File: src/rtl/button_press_classifier_if.sv
`timescale 1ns/1ps
// Bundle between the debouncer-side stimulus and the press classifier.
// The master drives the debounced button; the slave returns events and count.
interface button_press_classifier_if #(
  parameter int CNT_W = 8
);
  logic             btn_db;
  logic             short_press;
  logic             long_press;
  logic             double_press;
  logic [CNT_W-1:0] press_count;
  logic             busy;

  modport master (
    output btn_db,
    input  short_press, long_press, double_press, press_count, busy
  );

  modport slave (
    input  btn_db,
    output short_press, long_press, double_press, press_count, busy
  );
endinterface

File: src/rtl/button_press_classifier.sv
`timescale 1ns/1ps
// Classifies debounced button gestures (1 cycle = 1 ms) into short, long and
// double presses, emitting one-cycle event pulses and a wrapping event count.
module button_press_classifier #(
  parameter int LONG_MS    = 1000,
  parameter int DOUBLE_MS  = 300,
  parameter int RELEASE_MS = 20,
  parameter int CNT_W      = 8
) (
  input logic                      clk_1k,
  input logic                      rst,
  button_press_classifier_if.slave bus
);
  localparam int TMR_MAX = (LONG_MS > DOUBLE_MS) ? LONG_MS : DOUBLE_MS;
  localparam int TMR_W   = $clog2(TMR_MAX + 1);
  localparam int GAP_W   = $clog2(RELEASE_MS + 1);

  localparam logic [TMR_W-1:0] TMR_SAT     = TMR_W'(TMR_MAX);
  localparam logic [TMR_W-1:0] LONG_LAST   = TMR_W'(LONG_MS - 1);
  localparam logic [TMR_W-1:0] DOUBLE_LAST = TMR_W'(DOUBLE_MS - 1);
  localparam logic [GAP_W-1:0] GAP_SAT     = GAP_W'(RELEASE_MS);
  localparam logic [GAP_W-1:0] GAP_LAST    = GAP_W'(RELEASE_MS - 1);

  typedef enum logic [2:0] {IDLE, PRESS1, LONG_HOLD, WAIT2, PRESS2} state_t;

  state_t           r_state, w_stateNext;
  logic [TMR_W-1:0] r_tmr, w_tmrNext, w_tmrInc;
  logic [GAP_W-1:0] r_gap, w_gapNext;
  logic             r_short, r_long, r_double;
  logic             w_shortNext, w_longNext, w_doubleNext;
  logic [CNT_W-1:0] r_count, w_countNext;
  logic             w_released;

  // The gap filter bridges the short low dips the debouncer shows during a hold.
  assign w_gapNext  = bus.btn_db ? '0 : ((r_gap == GAP_SAT) ? r_gap : r_gap + 1'b1);
  assign w_released = !bus.btn_db && (r_gap == GAP_LAST);
  assign w_tmrInc   = (r_tmr == TMR_SAT) ? r_tmr : r_tmr + 1'b1;

  always_ff @(posedge clk_1k or posedge rst) begin
    if (rst) begin
      r_state  <= IDLE;
      r_tmr    <= '0;
      r_gap    <= '0;
      r_short  <= 1'b0;
      r_long   <= 1'b0;
      r_double <= 1'b0;
      r_count  <= '0;
    end else begin
      r_state  <= w_stateNext;
      r_tmr    <= w_tmrNext;
      r_gap    <= w_gapNext;
      r_short  <= w_shortNext;
      r_long   <= w_longNext;
      r_double <= w_doubleNext;
      r_count  <= w_countNext;
    end
  end

  always_comb begin
    w_stateNext  = r_state;
    w_tmrNext    = r_tmr;
    w_shortNext  = 1'b0;
    w_longNext   = 1'b0;
    w_doubleNext = 1'b0;
    case (r_state)
      IDLE: begin
        w_tmrNext = '0;
        if (bus.btn_db) begin
          w_stateNext = PRESS1;
          w_tmrNext   = TMR_W'(1);
        end
      end
      PRESS1: begin
        w_tmrNext = w_tmrInc;
        // Reaching the long threshold wins over a release completing on the same edge.
        if (r_tmr == LONG_LAST) begin
          w_longNext  = 1'b1;
          w_stateNext = LONG_HOLD;
        end else if (w_released) begin
          w_stateNext = WAIT2;
          w_tmrNext   = '0;
        end
      end
      LONG_HOLD: begin
        if (w_released) begin
          w_stateNext = IDLE;
          w_tmrNext   = '0;
        end
      end
      WAIT2: begin
        w_tmrNext = w_tmrInc;
        if (bus.btn_db) begin
          w_stateNext = PRESS2;
          w_tmrNext   = '0;
        end else if (r_tmr == DOUBLE_LAST) begin
          w_shortNext = 1'b1;
          w_stateNext = IDLE;
          w_tmrNext   = '0;
        end
      end
      PRESS2: begin
        w_tmrNext = '0;
        if (w_released) begin
          w_doubleNext = 1'b1;
          w_stateNext  = IDLE;
        end
      end
      default: begin
        w_stateNext = IDLE;
        w_tmrNext   = '0;
      end
    endcase
    w_countNext = (w_shortNext || w_longNext || w_doubleNext) ? r_count + 1'b1 : r_count;
  end

  assign bus.short_press  = r_short;
  assign bus.long_press   = r_long;
  assign bus.double_press = r_double;
  assign bus.press_count  = r_count;
  assign bus.busy         = (r_state != IDLE);
endmodule

File: src/flat_wrapper.sv
// flat-port wrapper written by rule: the top's interface ports become plain ports
module button_press_classifier_flat 
#(
  parameter int LONG_MS    = 1000,
  parameter int DOUBLE_MS  = 300,
  parameter int RELEASE_MS = 20,
  parameter int CNT_W      = 8
)
  (clk_1k, rst, bus_btn_db, bus_short_press, bus_long_press, bus_double_press, bus_press_count, bus_busy);
  button_press_classifier_if #(.CNT_W(CNT_W)) bus_i ();
  input logic clk_1k;
  input logic rst;
  input wire logic [$bits(bus_i.btn_db)-1:0] bus_btn_db;
  output wire logic [$bits(bus_i.short_press)-1:0] bus_short_press;
  output wire logic [$bits(bus_i.long_press)-1:0] bus_long_press;
  output wire logic [$bits(bus_i.double_press)-1:0] bus_double_press;
  output wire logic [$bits(bus_i.press_count)-1:0] bus_press_count;
  output wire logic [$bits(bus_i.busy)-1:0] bus_busy;
  assign bus_i.btn_db = bus_btn_db;
  assign bus_short_press = bus_i.short_press;
  assign bus_long_press = bus_i.long_press;
  assign bus_double_press = bus_i.double_press;
  assign bus_press_count = bus_i.press_count;
  assign bus_busy = bus_i.busy;
  button_press_classifier #(.LONG_MS(LONG_MS), .DOUBLE_MS(DOUBLE_MS), .RELEASE_MS(RELEASE_MS), .CNT_W(CNT_W)) u_core (.clk_1k(clk_1k), .rst(rst), .bus(bus_i));
endmodule
File: config.mk
export PLATFORM = sky130hd
export DESIGN_NAME = button_press_classifier_flat
export DESIGN_NICKNAME = d
export VERILOG_FILES = /design/src/rtl/button_press_classifier_if.sv /design/src/rtl/button_press_classifier.sv /design/src/flat_wrapper.sv
export SDC_FILE = /design/constraint.sdc
export NUM_CORES = 1
export LEC_CHECK = 0
export CELL_PAD_IN_SITES_DETAIL_PLACEMENT = 1
export CELL_PAD_IN_SITES_GLOBAL_PLACEMENT = 1
export CORE_ASPECT_RATIO = 2
export CORE_UTILIZATION = 48
export CTS_CLUSTER_SIZE = 28
export DETAILED_ROUTE_END_ITERATION = 6
export PLACE_DENSITY = 0.8
export SLEW_MARGIN = 20
export SYNTH_ARGS = -nofsm -noshare
export SYNTH_HDL_FRONTEND = slang
export SYNTH_SLANG_ARGS = --single-unit
File: constraint.sdc
create_clock -name clk_1k -period 3.8 [get_ports clk_1k]
set_input_delay 0.76 -clock clk_1k [delete_from_list [all_inputs] [get_ports clk_1k]]
set_output_delay 0.76 -clock clk_1k [all_outputs]
set_load 0.1 [all_outputs]
; After elaboration in Yosys (flattened, before gate mapping)
; Index checks and enable logic that the tools add are counted.
[totals]
word_cells = 57
out_inout_bits = 12
register_bits = 29
[op_classes]
n_reduce_logical = 8
n_eq_ne = 15
add_sub_neg = 3
n_mux = 24
[op_table]
columns = operator, n
row1 = 10-bit two-way mux, 6
row2 = 10-bit case mux with 4 select lines, 1
row3 = "10-bit equality test, second input constant", 2
row4 = 3-bit two-way mux, 6
row5 = 3-bit case mux with 4 select lines, 1
row6 = "10-bit by 1-bit adder with 10-bit output, second input constant", 1
row7 = "10-bit by 9-bit equality test with 1-bit output, second input constant", 1
row8 = "5-bit equality test, second input constant", 2
row9 = 5-bit two-way mux, 2
row10 = "8-bit by 1-bit adder with 8-bit output, second input constant", 1
row11 = 1-bit two-way mux, 8
row12 = "3-bit by 2-bit equality test with 1-bit output, second input constant", 2
row13 = "5-bit by 1-bit adder with 5-bit output, second input constant", 1
row14 = "2-bit by 1-bit inequality test with 1-bit output, second input constant", 2
row15 = "2-bit inequality test, second input constant", 2
row16 = 4-bit AND reduction, 1
row17 = "3-bit by 1-bit equality test with 1-bit output, second input constant", 1
row18 = "3-bit equality test, second input constant", 1
row19 = 3-bit logical NOT, 1
row20 = "3-bit by 1-bit inequality test with 1-bit output, second input constant", 1
row21 = "3-bit by 2-bit inequality test with 1-bit output, second input constant", 1
row22 = 3-bit nonzero test, 1
row23 = 1-bit logical OR, 2
row24 = 2-bit OR reduction, 1
row25 = other kinds (2), 2

; Depth between registers and ports, before layout
[logic_depth]
word_depth = 6
mapped_depth = 6

; Worst setup path after synthesis
; No wires, ideal clock.
[synth_timing]
path_type = register to register
from = reg u_core.r_count[0] (netlist: u_core.bus.press_count[0])
to = reg u_core.r_count[4] (netlist: u_core.bus.press_count[4])
setup_ps = 69
arrival_ps = 1924
stages_incl_launch_ff = 6
path_buffers = 0
synth_period_minus_slack_ps = 1993
required_ps = 3731
setup_slack_ps = 1807
cell_sequence = dfrtp_1 -> ha_1 -> inv_1 -> or3_1 -> a21oi_1 -> a311o_1
[synth_between]
elab_chain_len = 1
[synth_lines]
columns = element, line_no
row1 = from (decl), button_press_classifier.sv:31  ; logic [CNT_W-1:0] r_count, w_countNext;
row2 = from (signal assigned), button_press_classifier.sv:55  ; r_count <= w_countNext;
row3 = 8-bit by 1-bit adder with 8-bit output, button_press_classifier.sv:113  ; w_countNext = (w_shortNext || w_longNext || w_doubleNext) ? r_count + 1'b1 : r_count;
; No other way between the ends.
; A chain may end at the register's enable or synchronous reset.

; Worst setup path after layout
[layout_timing]
from = reg u_core.r_state[2]
to = out bus_busy
[layout_between]
elab_chain_len = 1
[layout_lines]
columns = element, line_no
row1 = from (decl), button_press_classifier.sv:26  ; state_t r_state, w_stateNext;
row2 = from (signal assigned), button_press_classifier.sv:49  ; r_state <= w_stateNext;
row3 = 3-bit nonzero test, button_press_classifier.sv:120  ; assign bus.busy = (r_state != IDLE);
row4 = to (decl), flat_wrapper.sv:18  ; output wire logic [$bits(bus_i.busy)-1:0] bus_busy;
; No other way between the ends.

==> results.json <==
{
  "start_kind": "flop",
  "path_cells": "or3_1, clkdlybuf4s50_1",
  "crit_path_top_delay_cell": "clkdlybuf4s50_1",
  "die_h_um": 88.3,
  "cp.required_ps": 3040,
  "drive_gt1_share_pct": 11.6,
  "vias_per_cell": 5.92,
  "setup_violations": 0,
  "io_buffers": 14,
  "synth.distinct_cells": 51,
  "post_cts_resized": 0,
  "grt_usage_pct": 25.8,
  "met3_usage_pct": 4.90,
  "drt_iter0_drc": 29,
  "seq_area_frac_synth_pct": 40.6,
  "fin_util_pct": 57.1,
  "rsz0062_at_grt": "false",
  "wl_mm": 4.47,
  "fillers": 433,
  "clock-sinks": 29,
  "grt_pass1_wl_mm": 7.34,
  "synthTopCellsByArea": "dfrtp_1 41%, nand2_1 4.6%, ha_1 4.2%",
  "post_cts_buffers": 0,
  "grt_util_met2_pct": 49.0,
  "hp-class": "reg2reg",
  "cp_num_buf_inv": 1,
  "postRouteAntennaNets": 0,
  "slew-limit-headroom_pct": 33.7,
  "antenna_found_initial": 0,
  "worstHoldEndpoint": "u_core.bus.press_count[0]$_DFFE_PP0P_",
  "maxCapViolations": 0,
  "setup.worst_path.end_class": "output port",
  "tightest_slew_ps": 991,
  "yosys.area.top_type_share_pct": 40.6,
  "fmax_mhz": 346,
  "worstSetupPathType": "reg2out",
  "syn_inst": 182,
  "cpPeakStageDelay_ps": 990,
  "met1_usage_pct": 23.6,
  "layout_commonest_cell": "dfrtp_1",
  "wl_per_cell_um": 18.0,
  "clk_pin_slew_worst_paths_ps": 60,
  "path_delay_family": "buffers and inverters",
  "fin_skew_ps": 3.52,
  "synth_fp_nets": 191,
  "num_rows": 31,
  "whs_path_depth": 1,
  "vias": 1467,
  "period_needed_ps": 2890,
  "dp.cells": 241,
  "outcome": "finished clean",
  "grt_busiest_layer": "met2",
  "multi_input_area_um2": 987,
  "ff2ff_path_depth": 5,
  "die_x_um": 45.1,
  "synth_edf_count": 0,
  "root_buffer": "clkbuf_8",
  "p_leak_uw": 0.000877,
  "synth_top_flop_cell": "dfrtp_1",
  "reg2reg_slack_ps": 1710,
  "ys.warnings.count": 0,
  "initial_utilization_pct": 50.0,
  "avgSynthCellArea_um2": 9.81,
  "finalCritPeriodShare_pct": 76.0,
  "tritoncts": "yes",
  "seq_area_um2": 726,
  "cp.arrival_ps": 2130,
  "tns_ps": 0,
  "syn_area_um2": 1790,
  "fin_nets": 208,
  "io_pins": 15,
  "grt_pass1_vias": 1592,
  "rr_endpoint": "u_core.bus.press_count[1]$_DFFE_PP0P_",
  "cp_max_fo": 8,
  "power.density_nw_per_um2": 407,
  "yosys.area.top_type": "dfrtp_1",
  "dr.pass1.iters": 4,
  "clk_path_buf_depth": 2,
  "r2r-start": "u_core.r_tmr[0]$_DFFE_PP0P_",
  "hp-start": "u_core.bus.press_count[0]$_DFFE_PP0P_",
  "synthToLayoutAreaGrowth_pct": 14.2,
  "final_cells": 248,
  "cts_buffers": 5,
  "clk_latency_ps": 280,
  "cts_hold_buf": 0,
  "grt.overflow.total": 0,
  "place_hpwl_mm": 3.43,
  "cts_max_level": 2,
  "grt_max_degree": 30,
  "worst_ir_drop_vdd_uv": 277,
  "coreArea_um2": 3570,
  "drv_slew": 0,
  "synth_async_sr_flop_share_pct": 100,
  "drc": 0,
  "mostFrequentLayoutCells": "29 x dfrtp_1, 22 x nand2_1, 14 x clkdlybuf4s50_1",
  "place.gp.congestion": 0.775,
  "ys_ff_latch": 29,
  "die_area_um2": 3980,
  "diodes": 0,
  "finalHoldViolations": 0
}
==> per-layer routing <==
layer / vias to the layer above / share of wire [%]
met5: - / 0
met4: 0 / 3.8
met3: 15 / 2.4
met2: 27 / 59
met1: 723 / 35
li1: 702 / -
==> cell usage after synthesis, types with 4 or more instances <==
master	number
xor2_1	5
or3_1	4
and4_1	4
inv_1	10
o32ai_1	4
nand3_1	8
o21ai_1	11
ha_1	6
xnor2_1	5
dfrtp_1	29
a21oi_1	9
a311o_1	5
nand2_1	22
nor2_1	9
==> state kept, by name, summed over array words and instances, names as in the netlist <==
register,count
u_core.bus.short_press,1
u_core.r_gap,5
u_core.bus.double_press,1
u_core.r_tmr,10
u_core.r_state,3
u_core.bus.press_count,8
u_core.bus.long_press,1
==> final cells by class <==
class / instances / area share [%]
clock buffers: 7 / 4.24
inverters: 10 / 1.84
repair buffers: 14 / 6.88
multi-input cells: 139 / 48.4
flip-flops and latches: 29 / 35.6
well taps: 49 / 3.01
==> report_power, final <==
group	switching, µW	internal, µW
sequential	68.3	346
combinational	88.2	73.3
clock	110	143
total	267	562
==> cell families (layout without fill, tap and decap cells) <==
| logic type | after synthesis | in the layout | share of synthesized area, % |
|---|---|---|---|
| multiplexers | 2 | 2 | 1.19 |
| XOR/XNOR | 10 | 10 | 4.91 |
| adder cells (fa/ha/maj) | 6 | 6 | 4.20 |
| AO/OA/AOI/OAI | 42 | 42 | 16.3 |
| buffers and inverters | 14 | 31 | 4.06 |
| AND/OR/NAND/NOR | 79 | 79 | 28.7 |
| flip-flops | 29 | 29 | 40.6 |
==> per-stage QoR <==
stage	hold slack, ps	power, µW	instance area, µm²	setup slack (ps)
floorplan	515	533	1790	1810
global placement	532	568	1950	978
detailed placement	517	585	1950	856
CTS	530	843	2040	891
global route	569	880	2040	863
finish	529	829	2040	912
==> how the worst max path moves through the flow <==
stage          slack (ps)                             startpoint  cells after the start                                     to
2_1_floorplan        1810  u_core.bus.press_count[0]$_DFFE_PP0P_                      5  u_core.bus.press_count[4]$_DFFE_PP0P_
3_3_place_gp          980                             bus_btn_db                      5  u_core.bus.press_count[1]$_DFFE_PP0P_
3_5_place_dp          860                             bus_btn_db                      5  u_core.bus.press_count[1]$_DFFE_PP0P_
4_1_cts               890          u_core.r_state[1]$_DFFE_PP0P_                      2                               bus_busy
5_1_grt               860          u_core.r_state[2]$_DFFE_PP0P_                      2                               bus_busy
6_report              910          u_core.r_state[2]$_DFFE_PP0P_                      2                               bus_busy
No activity file was read; power rests on OpenSTA's default activity.
